<file path="config.mk">
export PLATFORM = sky130hd
export DESIGN_NAME = pulse_period_meter
export DESIGN_NICKNAME = d
export VERILOG_FILES = /design/src/rtl/pulse_period_meter.sv
export SDC_FILE = /design/constraint.sdc
export NUM_CORES = 1
export LEC_CHECK = 0
export BUFFER_PORTS_ARGS = -buffer_cell sky130_fd_sc_hd__buf_2
export CAP_MARGIN = 20
export CELL_PAD_IN_SITES_DETAIL_PLACEMENT = 0
export CELL_PAD_IN_SITES_GLOBAL_PLACEMENT = 1
export CORE_UTILIZATION = 41
export CTS_CLUSTER_DIAMETER = 60
export DETAILED_ROUTE_END_ITERATION = 10
export GPL_TIMING_DRIVEN = 0
export PLACE_DENSITY_LB_ADDON = 0.1
export SLEW_MARGIN = 15
export SYNTH_ARGS = -nofsm -noshare
export SYNTH_HDL_FRONTEND = slang
export SYNTH_SLANG_ARGS = --single-unit
</file>
<file path="constraint.sdc">
create_clock -name clk -period 1.7 [get_ports clk]
set_input_delay 0.085 -clock clk [delete_from_list [all_inputs] [get_ports clk]]
set_output_delay 0.085 -clock clk [all_outputs]
set_load 0.01 [all_outputs]
</file>
<file path="src/rtl/pulse_period_meter.sv">
// pulse_period_meter
// Measures the clock-cycle distance between consecutive rising edges of an
// asynchronous pulse input and hands each measurement to a consumer through a
// single valid/ready output register.
//
// Ports:
//   clk          clock
//   rst          synchronous, active-high reset
//   ena          measurement enable; low forces IDLE and ignores edges
//   pulse_in     asynchronous pulse input
//   period       last captured rising-edge-to-rising-edge distance (cycles)
//   period_valid period holds an unconsumed result
//   period_ready consumer accepts the result this cycle
//   overflow     high while the current interval exceeded 2^N-1 cycles
//   dropped      sticky: a result was discarded because the slot was busy
module pulse_period_meter #(
  parameter int N           = 8,
  parameter int SYNC_STAGES = 2
) (
  input  logic         clk,
  input  logic         rst,
  input  logic         ena,
  input  logic         pulse_in,
  output logic [N-1:0] period,
  output logic         period_valid,
  input  logic         period_ready,
  output logic         overflow,
  output logic         dropped
);

  localparam logic [N-1:0] CNT_MAX  = {N{1'b1}};
  localparam logic [N-1:0] CNT_ONE  = N'(1);
  localparam logic [N-1:0] CNT_ZERO = '0;

  typedef enum logic [1:0] {
    ST_IDLE,
    ST_MEASURE,
    ST_OVERFLOW
  } state_t;

  state_t                 state, state_nxt;
  logic [SYNC_STAGES-1:0] sync_p0;
  logic                   sync_prev_p1;
  logic                   edge_p1;
  logic [N-1:0]           cnt, cnt_nxt;
  logic                   capture;
  logic                   slot_free;

  // Counter increment that refuses to wrap past the all-ones value.
  function automatic logic [N-1:0] sat_inc(input logic [N-1:0] c);
    return (c == CNT_MAX) ? c : c + CNT_ONE;
  endfunction

  // Stage 0: input synchronizer, runs regardless of ena
  always_ff @(posedge clk) begin
    if (rst) begin
      sync_p0      <= '0;
      sync_prev_p1 <= 1'b0;
    end else begin
      sync_p0      <= {sync_p0[SYNC_STAGES-2:0], pulse_in};
      sync_prev_p1 <= sync_p0[SYNC_STAGES-1];
    end
  end

  // Stage 1: edge detect, measurement FSM and counter
  assign edge_p1 = sync_p0[SYNC_STAGES-1] & ~sync_prev_p1;

  always_ff @(posedge clk) begin
    if (rst) begin
      state <= ST_IDLE;
      cnt   <= CNT_ZERO;
    end else begin
      state <= state_nxt;
      cnt   <= cnt_nxt;
    end
  end

  always_comb begin
    state_nxt = state;
    cnt_nxt   = cnt;
    capture   = 1'b0;
    if (!ena) begin
      state_nxt = ST_IDLE;
      cnt_nxt   = CNT_ZERO;
    end else begin
      case (state)
        ST_IDLE: begin
          cnt_nxt = CNT_ZERO;
          if (edge_p1) begin
            cnt_nxt   = CNT_ONE;
            state_nxt = ST_MEASURE;
          end
        end
        ST_MEASURE: begin
          if (edge_p1) begin
            capture = 1'b1;
            cnt_nxt = CNT_ONE;
          end else if (cnt == CNT_MAX) begin
            // Interval too long to represent: freeze and wait for a fresh edge.
            state_nxt = ST_OVERFLOW;
          end else begin
            cnt_nxt = sat_inc(cnt);
          end
        end
        ST_OVERFLOW: begin
          if (edge_p1) begin
            cnt_nxt   = CNT_ONE;
            state_nxt = ST_MEASURE;
          end
        end
        default: begin
          state_nxt = ST_IDLE;
          cnt_nxt   = CNT_ZERO;
        end
      endcase
    end
  end

  assign overflow = (state == ST_OVERFLOW);

  // Stage 2: output register with valid/ready handshake
  assign slot_free = ~period_valid | period_ready;

  always_ff @(posedge clk) begin
    if (rst) begin
      period       <= CNT_ZERO;
      period_valid <= 1'b0;
      dropped      <= 1'b0;
    end else if (capture) begin
      if (slot_free) begin
        period       <= cnt;
        period_valid <= 1'b1;
      end else begin
        dropped <= 1'b1;
      end
    end else if (period_ready) begin
      period_valid <= 1'b0;
    end
  end

endmodule

</file>
# Word level (Yosys, flattened, before mapping)
# Cells that the tools add are included.
[totals]
word_cells = 47
register_bits = 23
[classes]
n_mux = 15
reduce_logical = 9
bitwise_logic = 6
n_eq_ne = 9
add_sub_neg = 1
[ops]
columns = ["operator", "n"]
rows = [
  ["8-bit 2-to-1 mux", 3],
  ["8-bit one-hot mux with 3 select lines", 1],
  ["8-bit by 1-bit adder with 8-bit output, second input constant", 1],
  ["8-bit equality test, second input constant", 1],
  ["2-bit AND reduction", 4],
  ["1-bit 2-to-1 mux", 7],
  ["2-bit 2-to-1 mux", 3],
  ["2-bit by 1-bit != test with 1-bit output, second input constant", 3],
  ["2-bit != test, second input constant", 2],
  ["1-bit NOT", 4],
  ["2-bit one-hot mux with 2 select lines", 1],
  ["2-bit OR reduction", 2],
  ["3-bit != test, second input constant", 1],
  ["3-bit AND reduction", 1],
  ["2-bit by 1-bit equality test with 1-bit output, second input constant", 1],
  ["2-bit equality test, second input constant", 1],
  ["2-bit logical NOT", 1],
  ["2-bit nonzero test", 1],
  ["1-bit AND", 1],
  ["1-bit OR", 1],
]

# Longest topological paths before layout
# Gate-level depths: netlist of run 1.
[logic_depth]
ltp_word = 7
depth_mapped = 5
ltp_nobuf = 5

# Worst setup path before layout of run 1
# No wires, ideal clock.
[synth_timing]
path_kind = "register -> register"
from = "register cnt[0]"
to = "register cnt[2]"
required_ns = 1.621
t_arrival_ns = 1.173
period_less_slack_ns = 1.252
setup_slack_ns = 0.448
stages_incl_launch_ff = 6
path_buffers = 0
path_cell_list = "dfxtp_1 > ha_1 > nand3_1 > nor2_4 > o21ai_1 > a211oi_2"
[synth_via]
elab_chain_cells = 4
elab_cells_between_ends = 7
[synth_lines]
columns = ["item", "line", "rtl"]
rows = [
  ["start, declared", "45", "logic [N-1:0] cnt, cnt_nxt;"],
  ["start signal, assigned", "74", "cnt <= cnt_nxt;"],
  ["8-bit by 1-bit adder with 8-bit output", "51", "return (c == CNT_MAX) ? c : c + CNT_ONE;"],
  ["8-bit 2-to-1 mux", "98", "end else if (cnt == CNT_MAX) begin"],
  ["8-bit 2-to-1 mux", "95", "if (edge_p1) begin"],
  ["8-bit one-hot mux with 3 select lines", "86", "case (state)"],
]
# Parallel ways exist; a longest one is shown, timed or not. The select of a mux whose other input is x is not followed.
# A chain may end at the register's enable or synchronous reset.

# Worst setup path after layout of run 1
# Same ends and word-level chain as after synthesis.

==> results.json, run 1 <==
{
  "skew_ns": 0.00344,
  "wirelength_um": 2100,
  "status": "complete, no violations",
  "numCtsBuffers": 3,
  "synth_area_leader_cell": "dfxtp_1",
  "holdWs_ns": 0.0830,
  "areaGrowthSynthToFinish_pct": 15.2,
  "cts_tree": "yes",
  "portBuffers": 15,
  "die_area_sq_um": 2730,
  "cp_data_arrival_time_ns": 1.74,
  "drt_iter0_drc": 13,
  "pin_count": 16,
  "leakage_nw": 0.508,
  "worstPathRequired_ns": 1.94,
  "critical_path_class": "reg -> reg",
  "clk_latency_ns": 0.31,
  "total_power_uw": 845,
  "core.rowCount": 17,
  "synth-async-reset-ratio_pct": 0,
  "num_vias": 860,
  "first_pass_iters": 4,
  "yosys_register_bits": 23,
  "vdd_ir_drop_max_mv": 0.431,
  "start_util_pct": 45.0,
  "syn_nets": 114,
  "period_share_pct": 88.2,
  "die_x_um": 52.2,
  "syn_area_per_cell_sq_um": 9.58,
  "grt.overflow.total": 0,
  "synth_edf_count": 0,
  "power_per_cell_area_nw_per_um2": 709,
  "place_area_sq_um": 1140,
  "cap_viol_max_count": 0,
  "postSynthCellCount": 108,
  "synth.distinct_cells": 33,
  "ant_nets": 0,
  "gp_congestion": 0.759,
  "final-setup-viol-count": 0,
  "syn-cell-area_sq_um": 1030,
  "postLayoutCellArea_sq_um": 1190,
  "post_cts_buffers": 0,
  "yosys-top-cells-area": "dfxtp_1 (44%), mux2i_1 (7.7%), nand4_4 (4.1%)",
  "grt_pass1_vias": 815,
  "grt_usage_pct": 17.9,
  "clockBufferDepth": 2,
  "maxSlewViolCount": 0,
  "synth.top_cell.area_share_pct": 44.5,
  "endpoint_kind": "register",
  "final.min_clock_period_ns": 1.50,
  "hold_violations": 0,
  "fin_util_pct": 51.9,
  "synth_seq_area_share_pct": 44.5,
  "ys.flop_type": "dfxtp_1",
  "rsz0062_at_grt": "false",
  "fmax_ghz": 0.667,
  "die_y_um": 52.2,
  "antenna_found_initial": 0,
  "relSlewSlack_pct": 71.8,
  "hp-class": "in -> reg",
  "yosysMostFrequentCell": "dfxtp_1",
  "fill_cells": 231,
  "fin_nets": 136,
  "grt_pass1_wl_um": 3550,
  "vias_per_cell": 5.48,
  "fin_setup_tns_ns": 0,
  "num_antenna_cells": 0,
  "tightest_slew_ns": 0.424,
  "drc": 0,
  "htreeDepth": 1,
  "yosysWarnings": 0,
  "wl_per_cell_um": 13.4,
  "grt_max_degree": 14,
  "core_area_sq_um": 2300,
  "crit_path_start_kind": "register",
  "cts.clk_slew.worst_paths_ns": 0.13,
  "crit_fanout": 6,
  "drive_above_1_share_pct": 22.5,
  "clock-sinks": 23,
  "netlist_top_cells_count": "dfxtp_1 (23), nor2_1 (10), nand2_1 (9)",
  "dpl.hpwl_um": 1530,
  "cts_root_buf": "clkbuf_4"
}
[final timing paths]
check        startpoint      endpoint  slack [ns]  cells past startpoint
max              cnt[0]        cnt[2]        0.20                      5
min                 ena  period_valid        0.08                      3
max reg2reg      cnt[0]        cnt[2]        0.20                      5
min reg2reg  sync_p0[0]    sync_p0[1]        0.47                      1
[kinds of logic (layout without fill, tap and decap cells)]
logic type,count (synthesis),after routing,share of synthesized area (%)
AND/OR/NAND/NOR,46,46,27.3
adder cells (fa/ha/maj),1,1,1.21
buffers and inverters,3,24,1.81
AO/OA/AOI/OAI,27,27,17.4
multiplexers,8,8,7.74
flip-flops,23,23,44.5
[worst max-delay path: stages, from the launching register on]
cell      delay [ns]
dfxtp_1         0.45
ha_1            0.24
nand3_1         0.23
nor2_4          0.22
o21ai_1         0.08
a211oi_2        0.20
[where the power goes]
part,total (mW),switching (mW),internal [mW]
sequential,0.546,0.00265,0.543
clock,0.260,0.173,0.0879
combinational,0.0393,0.0219,0.0174
[sequential cells by signal, summed over array words and instances (netlist names)]
name          cells
period_valid      1
dropped           1
cnt               8
sync_prev_p1      1
state             2
period            8
sync_p0           2
[layer usage]
| metal | vias up | wire, um | track usage, % |
|---|---|---|---|
| li1 | 433 | - | - |
| met1 | 411 | 999 | 22.6 |
| met2 | 12 | 1030 | 29.7 |
| met3 | 4 | 43 | 2.90 |
| met4 | 0 | 29 | 8.33 |
| met5 | - | 0 | 0 |
[placed cells by master (no fill, tap or decap), drive strengths merged]
cell	count
nand4b	1
a21oi	8
o21bai	1
and2b	3
a21o	1
nand2	9
buf	17
nand3	4
o22ai	1
a31oi	2
nor2	12
and2	1
o21ai	7
and3	2
dfxtp	23
nor2b	4
a211oi	3
o211ai	1
and4	1
clkinv	1
o21ba	1
ha	1
mux2i	8
nor3	3
clkbuf	4
nand4	2
dlygate4sd3	2
a41oi	2
nand2b	4
[through the flow]
stage,std cells,setup slack (ns)
after floorplan,108,0.448
after global placement,151,0.257
after detailed placement,151,0.260
after CTS,157,0.188
after global routing,157,0.0222
final,157,0.201
[timing repair]
item | in CTS | in global routing
endpoints found under the hold margin | 3 | 0
hold buffers | 2 | 0
resized for setup | 0 | 0
[layout make-up]
class	count	area, sq um	share of cell area, %
plain buffers	3	18.8	1.57
clock buffers	3	22.5	1.89
clock inverters	1	5.00	0.420
multi-input cells	82	556	46.6
flip-flops and latches	23	460	38.6
well taps	28	35.0	2.94
repair buffers	17	95.1	7.97
Note: power is estimated with default switching activity, not from simulation.
==> run 2, diff against run 1 <==
- ABC_AREA: default -> 1
- CAP_MARGIN: 20 -> 10
- CELL_PAD_IN_SITES_DETAIL_PLACEMENT: 0 -> 1
- CORE_ASPECT_RATIO: default -> 0.5
- CORE_UTILIZATION: 41 -> 40
==> run 2 against run 1 <==
Effect of this change: design area grew 12%; sequential cell count is the same; non-clock buffer count shrank 4; total power grew 12%; critical endpoint is now cnt[1]; register-to-register slack gained 0.07 ns; critical path depth grew 2; via count grew 23%; highest routed layer is now met3; sequential share of layout area shrank 4.3 points; synthesized area grew 13%.
==> results.json, run 2 <==
{
  "die_area_sq_um": 3160,
  "vias_per_cell": 4.81,
  "cp_num_buf_inv": 0,
  "relSlewSlack_pct": 69.7,
  "p_int_uw": 720,
  "synth-async-reset-ratio_pct": 0,
  "holdWs_ns": 0.0229,
  "endpoint_kind": "register",
  "synth_area_leader_cell": "dfxtp_1",
  "grt.overflow.total": 0,
  "dpl.hpwl_um": 2250,
  "placed_cells_incl_taps": 215,
  "cp_data_arrival_time_ns": 1.65,
  "leakage_nw": 0.581,
  "grt_pass1_wl_um": 4570,
  "period_share_pct": 83.9,
  "htreeDepth": 1,
  "crit_path_top_delay_cell": "dfxtp_1",
  "fin_nets": 189,
  "multiInputGateArea_sq_um": 606,
  "final-setup-viol-count": 0,
  "fill_cells": 358,
  "final_cells": 219,
  "met2_length_um": 1260,
  "die_x_um": 78.5,
  "wl_per_cell_um": 13.2,
  "cap_viol_max_count": 0,
  "status": "complete, no violations",
  "drive_above_1_share_pct": 23.1,
  "wirelength_um": 2880,
  "fmax_ghz": 0.701,
  "grt_pass1_vias": 964,
  "skew_ns": 0.00844,
  "numCtsBuffers": 3,
  "pin_count": 16,
  "syn_area_per_cell_sq_um": 7.18,
  "ant_nets": 0,
  "ys.flop_type": "dfxtp_1",
  "slowest_delay_ns": 0.45,
  "final_cell_mix": "nand2_1 (41), dfxtp_1 (23), inv_1 (22)",
  "syn_nets": 169,
  "synth_seq_area_share_pct": 39.3,
  "hold_buffers": 0,
  "hold_path.startpoint": "pulse_in",
  "clk_latency_ns": 0.28,
  "die_y_um": 40.3,
  "post_cts_resized": 0,
  "clock-sinks": 23,
  "cts_tree": "yes",
  "hold_violations": 0,
  "vdd_ir_drop_max_mv": 0.318,
  "crit_fanout": 7,
  "grt_max_degree": 15,
  "place_area_sq_um": 1290,
  "antenna_found_initial": 0,
  "grt_usage_pct": 20.3,
  "post_cts_buffers": 0,
  "yosys_register_bits": 23,
  "cpLargestDelayFamily": "simple AND/OR/NAND/NOR gates",
  "crit_start": "cnt[0]",
  "clockBufferDepth": 2,
  "num_antenna_cells": 0,
  "synth_edf_count": 0,
  "drc": 0,
  "worst_path_most_repeated_cell": "nand2_4",
  "maxSlewViolCount": 0,
  "dr_wl_met3_um": 117,
  "postSynthCellCount": 163,
  "tightest_slew_ns": 0.453,
  "fin_setup_tns_ns": 0,
  "cts.clk_slew.worst_paths_ns": 0.09,
  "rsz0062_at_grt": "false",
  "cts_root_buf": "clkbuf_8",
  "power_switching_uw": 229,
  "postLayoutCellArea_sq_um": 1340,
  "gp_congestion": 0.808,
  "p_seq_share_pct": 57.4,
  "core_area_sq_um": 2680,
  "final_common_cell": "nand2_1",
  "portBuffers": 15,
  "areaGrowthSynthToFinish_pct": 14.5,
  "yosysMostFrequentCell": "nand2_1",
  "reg_top3": "cnt (8), period (8)",
  "r2r_start": "cnt[0]",
  "first_pass_iters": 3,
  "netlist_top_cells_count": "nand2_1 (41), dfxtp_1 (23), inv_1 (22)",
  "critical_path_class": "reg -> reg",
  "top_layer": "met3",
  "yosysWarnings": 0,
  "power_per_cell_area_nw_per_um2": 708,
  "syn-cell-area_sq_um": 1170,
  "hp-class": "in -> reg",
  "synth.distinct_cells": 20,
  "start_util_pct": 43.6,
  "crit_chain": "ha_1 > nand2_4 > nor2_8 > nand3_4 > nand2_4 > nand2_1 > o21ai_2",
  "crit_path_start_kind": "register",
  "worstPathRequired_ns": 1.92,
  "final.min_clock_period_ns": 1.43,
  "setup_slack_ns": 0.273,
  "num_vias": 1054,
  "wl_met1_um": 1500,
  "yosys-top-cells-area": "dfxtp_1 (39%), nand2_1 (13%), inv_1 (7.1%)",
  "p_sw_share_pct": 24.1,
  "synth.top_cell.area_share_pct": 39.3,
  "core.rowCount": 13,
  "drt_iter0_drc": 24,
  "post-place-ws_ns": 0.304,
  "power_frac_clock_pct": 38.6,
  "seqCellArea_sq_um": 460,
  "pwr-share-comb_pct": 4.0
}
-- run 2: per-layer routing --
layer,vias up,global-route usage (%)
met5,-,0
met4,0,2.78
met3,0,6.59
met2,16,34.8
met1,499,26.3
li1,539,-
-- run 2: kinds of logic after synthesis --
| family | synth area share (%) |
|---|---|
| compound gates | 8.23 |
| flops | 39.3 |
| fa+ha+maj | 1.07 |
| buf+inv | 8.97 |
| simple gates | 42.4 |
-- run 2: path summary, 6_finish.rpt --
check	to	slack (ns)	cells after the start
worst max-delay path	cnt[1]	0.27	7
worst min register to register	sync_p0[1]	0.41	2
worst max register to register	cnt[1]	0.27	7
worst min-delay path	sync_p0[0]	0.02	3
-- run 2: power by group through the flow --
stage          Sequential [mW]  Clock [mW]  Combinational (mW)
3_3_place_gp             0.558           0              0.0373
2_1_floorplan            0.557           0              0.0240
3_5_place_dp             0.558           0              0.0383
4_1_cts                  0.545       0.372              0.0386
6_report                 0.545       0.366              0.0376
5_1_grt                  0.546       0.405              0.0426
-- run 2: metrics by stage --
step                      utilization [%]  power [mW]
after floorplan                         -       0.581
after global placement               48.2       0.595
after detailed placement             48.2       0.596
after CTS                            50.0       0.956
after global routing                 50.0       0.993
final                                50.0       0.949
-- run 2: worst min-delay path, delay by kind of cell --
family                 cells  cell delay (ns)
and+or+nand+nor            1             0.07
buffers and inverters      2             0.10
-- run 2: area by class of cell --
type	instances	area share, %
clock inverter	1	0.560
clock buffer	3	3.08
sequential	23	34.3
multi-input combinational	112	45.1
timing repair buffer	15	5.60
buffer	1	0.280
tap	37	3.45
inverter	27	7.56
==> run 3, diff against run 2 <==
- CORE_UTILIZATION: 40 -> 36
- clock period: 1.7 -> 1.2 ns (I/O delays scaled with it)
==> run 3 against run 2 <==
Effect of this change: the flow now finishes with violations (setup timing); maximum frequency grew 11%; largest power group unchanged; worst setup slack lost 0.35 ns; total power grew 45%; critical endpoint is now cnt[0]; register-to-register slack lost 0.35 ns; routed wire length grew 14%; count of clock-buffer cells in the layout is the same; die area grew 11%; sequential power grew 41%; first-iteration DRC count shrank 42%; global-route usage grew 0.45 points.
==> results.json, run 3 (synthesis gave the netlist of run 2 again) <==
{
  "final.min_clock_period_ns": 1.28,
  "final_common_cell": "nand2_1",
  "clockBufferDepth": 2,
  "num_vias": 1106,
  "endpoint_kind": "register",
  "ant_nets": 0,
  "wirelength_um": 3280,
  "worstPathRequired_ns": 1.38,
  "hp-class": "in -> reg",
  "power_per_cell_area_nw_per_um2": 887,
  "fin_setup_tns_ns": -0.366,
  "cts.clk_slew.worst_paths_ns": 0.09,
  "dpl.hpwl_um": 2210,
  "grt_usage_pct": 20.8,
  "die_y_um": 42.3,
  "seqCellArea_sq_um": 480,
  "wl_per_cell_um": 13.9,
  "drt_iter0_drc": 14,
  "setup_slack_ns": -0.0802,
  "cp_data_arrival_time_ns": 1.46,
  "fill_cells": 390,
  "gp_congestion": 0.817,
  "htreeDepth": 1,
  "skew_ns": 0.00234,
  "portBuffers": 15,
  "clock-sinks": 23,
  "num_antenna_cells": 0,
  "start_util_pct": 38.4,
  "critical_path_class": "reg -> reg",
  "holdWs_ns": 0.0217,
  "fin_util_pct": 50.7,
  "final_cell_mix": "nand2_1 (38), inv_1 (21), nor2_1 (18)",
  "fmax_ghz": 0.781,
  "die_x_um": 82.7,
  "vdd_ir_drop_max_mv": 0.470,
  "first_pass_iters": 4,
  "pin_count": 16,
  "numCtsBuffers": 3,
  "areaGrowthSynthToFinish_pct": 32.1,
  "reg_top3": "cnt (8), period (8)",
  "core_area_sq_um": 3050,
  "place_area_sq_um": 1300,
  "final-setup-viol-count": 10,
  "status": "finished with violations",
  "tightest_slew_ns": 0.440,
  "drc": 0,
  "total_power_mw": 1.37,
  "fin_nets": 202,
  "crit_path_start_kind": "register",
  "grt_pass1_vias": 1066,
  "relSlewSlack_pct": 70.7,
  "grt_max_degree": 15,
  "placed_cells_incl_taps": 218,
  "die_area_sq_um": 3500,
  "postLayoutCellArea_sq_um": 1550,
  "multiInputGateArea_sq_um": 674,
  "drive_above_1_share_pct": 37.4,
  "rsz0062_at_grt": "true",
  "hold_violations": 0,
  "cts_tree": "yes",
  "post-place-ws_ns": -0.103,
  "grt.overflow.total": 0,
  "crit_fanout": 4,
  "final_cells": 235,
  "violations": "setup timing",
  "period_share_pct": 107,
  "cts_root_buf": "clkbuf_8",
  "cap_viol_max_count": 0,
  "grt_pass1_wl_um": 5180,
  "clk_latency_ns": 0.28,
  "core.rowCount": 14,
  "vias_per_cell": 4.71,
  "leakage_nw": 0.682,
  "maxSlewViolCount": 0,
  "antenna_found_initial": 0
}
-- run 3: cell types whose count changed in the layout (fill, tap and decap cells not counted), moves of 2 or more --
cell and delta:
a21oi_2 +2, inv_4 +3, nor2_4 +3, dfxtp_1 -10, dfxtp_2 +7, buf_4 +10
nand2_4 +3, inv_2 -2, dfxtp_4 +3, a21oi_1 -2, nand2_1 -3, nor2_1 -2
-- run 3: layout make-up --
| type | count | area share, % |
|---|---|---|
| sequential | 23 | 31.1 |
| timing repair buffer | 27 | 11.7 |
| clock buffer | 3 | 2.67 |
| multi-input combinational | 113 | 43.6 |
| inverter | 27 | 7.04 |
| tap | 40 | 3.24 |
| buffer | 1 | 0.243 |
| clock inverter | 1 | 0.485 |
-- run 3: power breakdown --
group | switching [mW] | leakage [nW] | total [mW] | internal [mW]
Sequential | 0.00505 | 0.192 | 0.768 | 0.763
Combinational | 0.0468 | 0.469 | 0.0773 | 0.0305
Clock | 0.291 | 0.0217 | 0.527 | 0.236
-- run 3: repair_timing --
| action | 4_1_cts | 5_1_grt |
|---|---|---|
| pin swaps | 5 | 9 |
| setup buffers | 4 | 7 |
| resized for setup | 12 | 16 |
| endpoints found under the setup margin | 17 | 19 |
| gates cloned | 1 | 0 |
| hold buffers | 1 | 0 |
| endpoints found under the hold margin | 1 | 0 |
-- run 3: worst max-delay path, cell delays in order, from the launching register on --
cell	delay, ns
dfxtp_4	0.37
ha_4	0.17
nand2_4	0.10
nor2_8	0.05
nand2_4	0.09
nor2_4	0.03
nor2_2	0.17
nand2_1	0.08
nand2_1	0.06
nor2_1	0.05
-- run 3: final timing paths --
kind	startpoint	endpoint	slack, ns	cells past startpoint
worst max-delay path	cnt[0]	cnt[0]	-0.08	9
worst min-delay path	rst	period[1]	0.02	2
worst max register to register	cnt[0]	cnt[0]	-0.08	9
worst min register to register	sync_p0[0]	sync_p0[1]	0.40	2
-- run 3: metal layers --
layer / GRT usage [%] / up-vias / wire length (um)
met1: 27.9 / 519 / 1620
met2: 33.1 / 16 / 1530
met4: 4.14 / 0 / 23
met3: 6.09 / 3 / 108
li1: - / 568 / -
met5: 0 / - / 0
